$ cat src/rtl/gpio_pkg.sv
// +--------------------------------------------------------------------+
// | gpio_pkg : register address map shared by the GPIO controller      |
// | rev 1.0                                                            |
// +--------------------------------------------------------------------+
`default_nettype none

package gpio_pkg;

  typedef logic [2:0] gpio_addr_t;

  localparam logic [2:0] GPIO_ADDR_DATA_OUT   = 3'd0;
  localparam logic [2:0] GPIO_ADDR_DIR        = 3'd1;
  localparam logic [2:0] GPIO_ADDR_DATA_IN    = 3'd2;
  localparam logic [2:0] GPIO_ADDR_RISE_EN    = 3'd3;
  localparam logic [2:0] GPIO_ADDR_FALL_EN    = 3'd4;
  localparam logic [2:0] GPIO_ADDR_IRQ_STATUS = 3'd5;
  localparam logic [2:0] GPIO_ADDR_DATA_SET   = 3'd6;
  localparam logic [2:0] GPIO_ADDR_DATA_CLR   = 3'd7;

endpackage

`default_nettype wire

$ cat src/rtl/gpio_sync.sv
// +--------------------------------------------------------------------+
// | gpio_sync : multi-stage vector synchroniser for asynchronous pads  |
// | rev 1.0                                                            |
// +--------------------------------------------------------------------+
`default_nettype none

module gpio_sync #(
  parameter int WIDTH       = 8,
  parameter int SYNC_STAGES = 2
) (
  input  logic             clk,
  input  logic             rst_n,
  input  logic [WIDTH-1:0] din,
  output logic [WIDTH-1:0] dout
);

  logic [WIDTH-1:0] stages [SYNC_STAGES];

  always_ff @(posedge clk) begin
    if (!rst_n) begin
      for (int i = 0; i < SYNC_STAGES; i++) begin
        stages[i] <= '0;
      end
    end else begin
      stages[0] <= din;
      for (int i = 1; i < SYNC_STAGES; i++) begin
        stages[i] <= stages[i-1];
      end
    end
  end

  assign dout = stages[SYNC_STAGES-1];

endmodule

`default_nettype wire

$ cat src/rtl/gpio_ctrl.sv
// +--------------------------------------------------------------------+
// | gpio_ctrl : register-mapped GPIO with edge capture and interrupt   |
// | rev 1.0                                                            |
// +--------------------------------------------------------------------+
`default_nettype none

module gpio_ctrl
  import gpio_pkg::*;
#(
  parameter int WIDTH       = 8,
  parameter int SYNC_STAGES = 2
) (
  input  logic             clk,
  input  logic             rst_n,
  input  logic             reg_we,
  input  logic             reg_re,
  input  gpio_addr_t       reg_addr,
  input  logic [WIDTH-1:0] reg_wdata,
  output logic [WIDTH-1:0] reg_rdata,
  output logic             reg_rvalid,
  input  logic [WIDTH-1:0] gpio_in,
  output logic [WIDTH-1:0] gpio_out,
  output logic [WIDTH-1:0] gpio_oe,
  output logic             irq
);

  localparam int             CNT_W     = $clog2(SYNC_STAGES + 2);
  localparam logic [CNT_W-1:0] ARMED_CNT = CNT_W'(SYNC_STAGES + 1);

  logic [WIDTH-1:0] data_out;
  logic [WIDTH-1:0] dir;
  logic [WIDTH-1:0] rise_en;
  logic [WIDTH-1:0] fall_en;
  logic [WIDTH-1:0] status;
  logic [WIDTH-1:0] sync_in;
  logic [WIDTH-1:0] prev_in;
  logic [CNT_W-1:0] warm_cnt;
  logic             armed;
  logic [WIDTH-1:0] rise;
  logic [WIDTH-1:0] fall;
  logic [WIDTH-1:0] hit;
  logic [WIDTH-1:0] w1c_mask;
  logic [WIDTH-1:0] rd_mux;

  gpio_sync #(
    .WIDTH       (WIDTH),
    .SYNC_STAGES (SYNC_STAGES)
  ) u_sync (
    .clk   (clk),
    .rst_n (rst_n),
    .din   (gpio_in),
    .dout  (sync_in)
  );

  // Edge history and warm-up: the counter keeps the reset-to-pad transition
  // of pins already high at release from being reported as a rising edge.
  always_ff @(posedge clk) begin
    if (!rst_n) begin
      prev_in  <= '0;
      warm_cnt <= '0;
    end else begin
      prev_in <= sync_in;
      if (warm_cnt != ARMED_CNT) begin
        warm_cnt <= warm_cnt + 1'b1;
      end
    end
  end

  assign armed = (warm_cnt == ARMED_CNT);
  assign rise  = sync_in & ~prev_in;
  assign fall  = ~sync_in & prev_in;
  assign hit   = ((rise & rise_en) | (fall & fall_en)) & ~dir & {WIDTH{armed}};

  always_comb begin
    w1c_mask = '0;
    if (reg_we && reg_addr == GPIO_ADDR_IRQ_STATUS) begin
      w1c_mask = reg_wdata;
    end
  end

  always_ff @(posedge clk) begin
    if (!rst_n) begin
      data_out <= '0;
      dir      <= '0;
      rise_en  <= '0;
      fall_en  <= '0;
    end else if (reg_we) begin
      case (reg_addr)
        GPIO_ADDR_DATA_OUT: data_out <= reg_wdata;
        GPIO_ADDR_DIR:      dir      <= reg_wdata;
        GPIO_ADDR_RISE_EN:  rise_en  <= reg_wdata;
        GPIO_ADDR_FALL_EN:  fall_en  <= reg_wdata;
        GPIO_ADDR_DATA_SET: data_out <= data_out | reg_wdata;
        GPIO_ADDR_DATA_CLR: data_out <= data_out & ~reg_wdata;
        default:            ;
      endcase
    end
  end

  // New hits are ORed in after the clear so a same-cycle event is never lost.
  always_ff @(posedge clk) begin
    if (!rst_n) begin
      status <= '0;
      irq    <= 1'b0;
    end else begin
      status <= (status & ~w1c_mask) | hit;
      irq    <= |status;
    end
  end

  always_comb begin
    rd_mux = '0;
    case (reg_addr)
      GPIO_ADDR_DATA_OUT:   rd_mux = data_out;
      GPIO_ADDR_DIR:        rd_mux = dir;
      GPIO_ADDR_DATA_IN:    rd_mux = sync_in;
      GPIO_ADDR_RISE_EN:    rd_mux = rise_en;
      GPIO_ADDR_FALL_EN:    rd_mux = fall_en;
      GPIO_ADDR_IRQ_STATUS: rd_mux = status;
      default:              rd_mux = '0;
    endcase
  end

  always_ff @(posedge clk) begin
    if (!rst_n) begin
      reg_rdata  <= '0;
      reg_rvalid <= 1'b0;
    end else begin
      reg_rvalid <= reg_re;
      if (reg_re) begin
        reg_rdata <= rd_mux;
      end
    end
  end

  assign gpio_out = data_out;
  assign gpio_oe  = dir;

endmodule

`default_nettype wire
$ cat config.mk
export PLATFORM = sky130hd
export DESIGN_NAME = gpio_ctrl
export DESIGN_NICKNAME = d
export VERILOG_FILES = /design/src/rtl/gpio_pkg.sv /design/src/rtl/gpio_sync.sv /design/src/rtl/gpio_ctrl.sv
export SDC_FILE = /design/constraint.sdc
export NUM_CORES = 1
export LEC_CHECK = 0
export ABC_AREA = 1
export BUFFER_PORTS_ARGS = -buffer_cell sky130_fd_sc_hd__buf_2
export CELL_PAD_IN_SITES_DETAIL_PLACEMENT = 2
export CELL_PAD_IN_SITES_GLOBAL_PLACEMENT = 2
export CORE_UTILIZATION = 29
export CTS_CLUSTER_DIAMETER = 100
export DETAILED_ROUTE_END_ITERATION = 8
export PLACE_DENSITY_LB_ADDON = 0.1
export SLEW_MARGIN = 20
export SYNTH_ARGS = -nofsm -noshare
export SYNTH_HDL_FRONTEND = slang
export SYNTH_HIERARCHICAL = 1
export SYNTH_SLANG_ARGS = --single-unit
$ cat constraint.sdc
create_clock -name clk -period 1.1 [get_ports clk]
set_input_delay 0.22 -clock clk [delete_from_list [all_inputs] [get_ports clk]]
set_output_delay 0.22 -clock clk [all_outputs]
set_load 0.02 [all_outputs]
==> metrics.yaml <==
routing:
  ant_nets: 0
  dr.pass1.iters: 4
  drt_iter0_drc: 130
  finalWirelength_mm: 11.8
  vias: 3301
  drc: 0
  wire_per_inst_um: 17.2
  vias_per_cell: 4.80
final_layout:
  drive_above_1_share_pct: 26.2
  layout_common_cells: "nand2_1 (93), dfxtp_1 (58), inv_1 (57)"
  fin_cells: 688
  nets: 565
  final_area_um2: 4350
  mostFrequentLayoutCell: "nand2_1"
  area_growth_pct: 28.9
  nFillCells: 1369
  diodes: 0
power_and_ir_drop:
  peakVddDrop_uv: 776
  power_density_nw_per_um2: 1500
  clkPwrFrac_pct: 40.3
  p_sw_share_pct: 27.2
  seqPwrFrac_pct: 45.7
  p_int_mw: 4.76
  leakage_nw: 2.01
  netSwitchingPower_mw: 1.78
  combinationalPowerShare_pct: 14.0
logic_synthesis:
  yosys_warnings: 6
  ys_types: 25
  synth-adder-area-share_pct: 0.371
  netlist_area_um2: 3380
  syn_avg_cell_area_um2: 7.12
  synth_edf_count: 0
  syn_nets: 498
  synth_top_family_by_area: "simple AND/OR/NAND/NOR gates"
  muxShareOfSynthArea_pct: 0
  ys_seq_elements: 76
  synth-simple-area-share_pct: 29.0
  ys_seq_area_share_pct: 45.1
  synth_ff_type: "dfxtp_1"
  synth_compound_area_share_pct: 12.9
  synthCells: 474
  synthXorXnorAreaFrac_pct: 0.259
  synthArstFlopShare_pct: 0
timing:
  period_share_pct: 100
  worst_pin_slew_ns: 0.299
  maxSlewHeadroom_pct: 79.9
  timing.fmax_mhz: 907
  rsz0062_at_grt: "yes"
  setup_slack_ns: -0.00309
  fin_crit_ns: 1.10
  setup_viol: 1
  final.setup_skew_ns: 0.00617
  finalSetupTns_ns: -0.00309
  slew_violations: 0
  final-hold-violation-count: 0
run_status:
  status: "complete, but fails checks"
  violations: "setup timing"
worst_setup_path:
  crit_type: "flip-flop to flip-flop"
  required_ns: 1.31
  r2r_cells: 5
  startpoint_type: "flip-flop"
  cp_max_fo: 2
  critPathArrivalTime_ns: 1.32
  critPathCaptureType: "flip-flop"
floorplan:
  num_rows: 39
  start_util_pct: 29.7
  die_width_um: 110
  dieArea_um2: 12100
  core_area_um2: 11400
  die_h_um: 110
  io_pins: 49
place:
  placed_area_um2: 3900
  port-buffer-count: 48
  hpwlAfterDp_mm: 8.65
  place_congestion: 0.756
  dp_cells: 670
clocking:
  cts-root-buf: "clkbuf_16"
  cts_tree: "yes"
  path_clk_slew_ns: 0.06
  clockBufferDepth: 2
  cts_sinks: 76
  cts_buffers: 9
  h-tree-depth: 3
  clock_latency_ns: 0.34
  postCtsHoldBufs: 0
job:
  cap_violations: 0
min_path:
  hold_path_class: "primary input to flip-flop"
  hold_depth: 3
global_route:
  grt_overflow: 0
  grt_pass1_wl_mm: 18.5
  grt_pass1_vias: 3438
  grt_max_degree: 36
  grt_usage_pct: 21.3
  antenna_found_initial: 0
==> power groups by stage <==
stage,clock [mW],sequential [mW],combinational [mW]
after global placement,0,3.03,0.772
after global routing,2.87,3.00,1.01
after detailed placement,0,3.03,0.810
after CTS,2.73,2.99,0.877
after floorplan,0,3.05,0.412
final,2.64,2.99,0.918
==> repair_timing <==
action                     4_1_cts  5_1_grt
setup endpoints to repair       26       20
setup buffers                    2        1
gates resized for setup         42       27
pin swaps                        5       10
==> sequential cells by signal, indices dropped and copies added (netlist names) <==
| name | flops |
|---|---|
| irq | 1 |
| status | 8 |
| reg_rdata | 8 |
| warm_cnt | 2 |
| rise_en | 8 |
| reg_rvalid | 1 |
| u_sync/stages | 16 |
| gpio_out | 8 |
| prev_in | 8 |
| gpio_oe | 8 |
| fall_en | 8 |
==> synth_stat cells (2+ instances only) <==
master / count / area, um2
clkbuf_1: 7 / 26.3
buf_4: 11 / 82.6
nand2_1: 93 / 349
nor2_4: 2 / 22.5
nand3b_1: 5 / 37.5
dfxtp_1: 76 / 1520
inv_2: 2 / 7.51
a21oi_1: 46 / 230
nor4_1: 2 / 12.5
clkinv_1: 2 / 7.51
nor2_2: 2 / 12.5
buf_6: 2 / 22.5
buf_2: 7 / 35.0
nor2_1: 50 / 188
nand3_1: 42 / 210
inv_1: 57 / 214
nand2_2: 8 / 50.1
nand4_1: 13 / 81.3
o21ai_0: 41 / 205
==> layout make-up <==
class	instances	area, um2	area share, %
Tap cell	143	179	4.11
Multi-Input combinational cell	308	1510	34.6
Clock inverter	3	15.0	0.345
Clock buffer	12	236	5.43
Inverter	61	231	5.32
Sequential cell	76	1560	35.8
Timing Repair Buffer	85	626	14.4
==> final timing paths <==
path	start	endpoint	slack, ns
max	warm_cnt[1]	warm_cnt[0]	-0.003
min	gpio_in[5]	u_sync/stages[0][5]	0.06
max reg2reg	warm_cnt[1]	warm_cnt[0]	-0.003
min reg2reg	u_sync/stages[0][6]	u_sync/stages[0][14]	0.41
==> layer usage <==
metal	routed length [um]	share of wire (%)	GRT usage (%)
met5	0	0	0
met4	187	1.6	8.29
met3	315	2.7	2.85
met2	5530	47	35.4
met1	5780	49	27.9
==> per-stage QoR <==
step,power (mW),hold slack [ns],utilization [%],worst slack (ns)
CTS,6.60,0.0496,37.5,0.000871
floorplan,3.47,0.312,-,-0.0117
detailed placement,3.84,0.404,34.3,-0.250
global route,6.88,0.0712,38.3,-0.0352
global placement,3.80,0.394,34.3,-0.167
finish,6.54,0.0615,38.3,-0.00309
==> kinds of logic (layout without fill, tap and decap cells) <==
family,after synthesis,in the layout
adder cells (fa/ha/maj),1,1
XOR/XNOR,1,1
AO/OA/AOI/OAI,87,87
flip-flops,76,76
AND/OR/NAND/NOR,219,219
buffers and inverters,90,161
==> worst max-delay path: stages, from the launching register on <==
cell	delay (ns)
dfxtp_2	0.33
ha_4	0.17
buf_4	0.13
buf_4	0.13
xor2_1	0.15
nor2_1	0.07
Note: power is estimated with default switching activity, not from simulation.
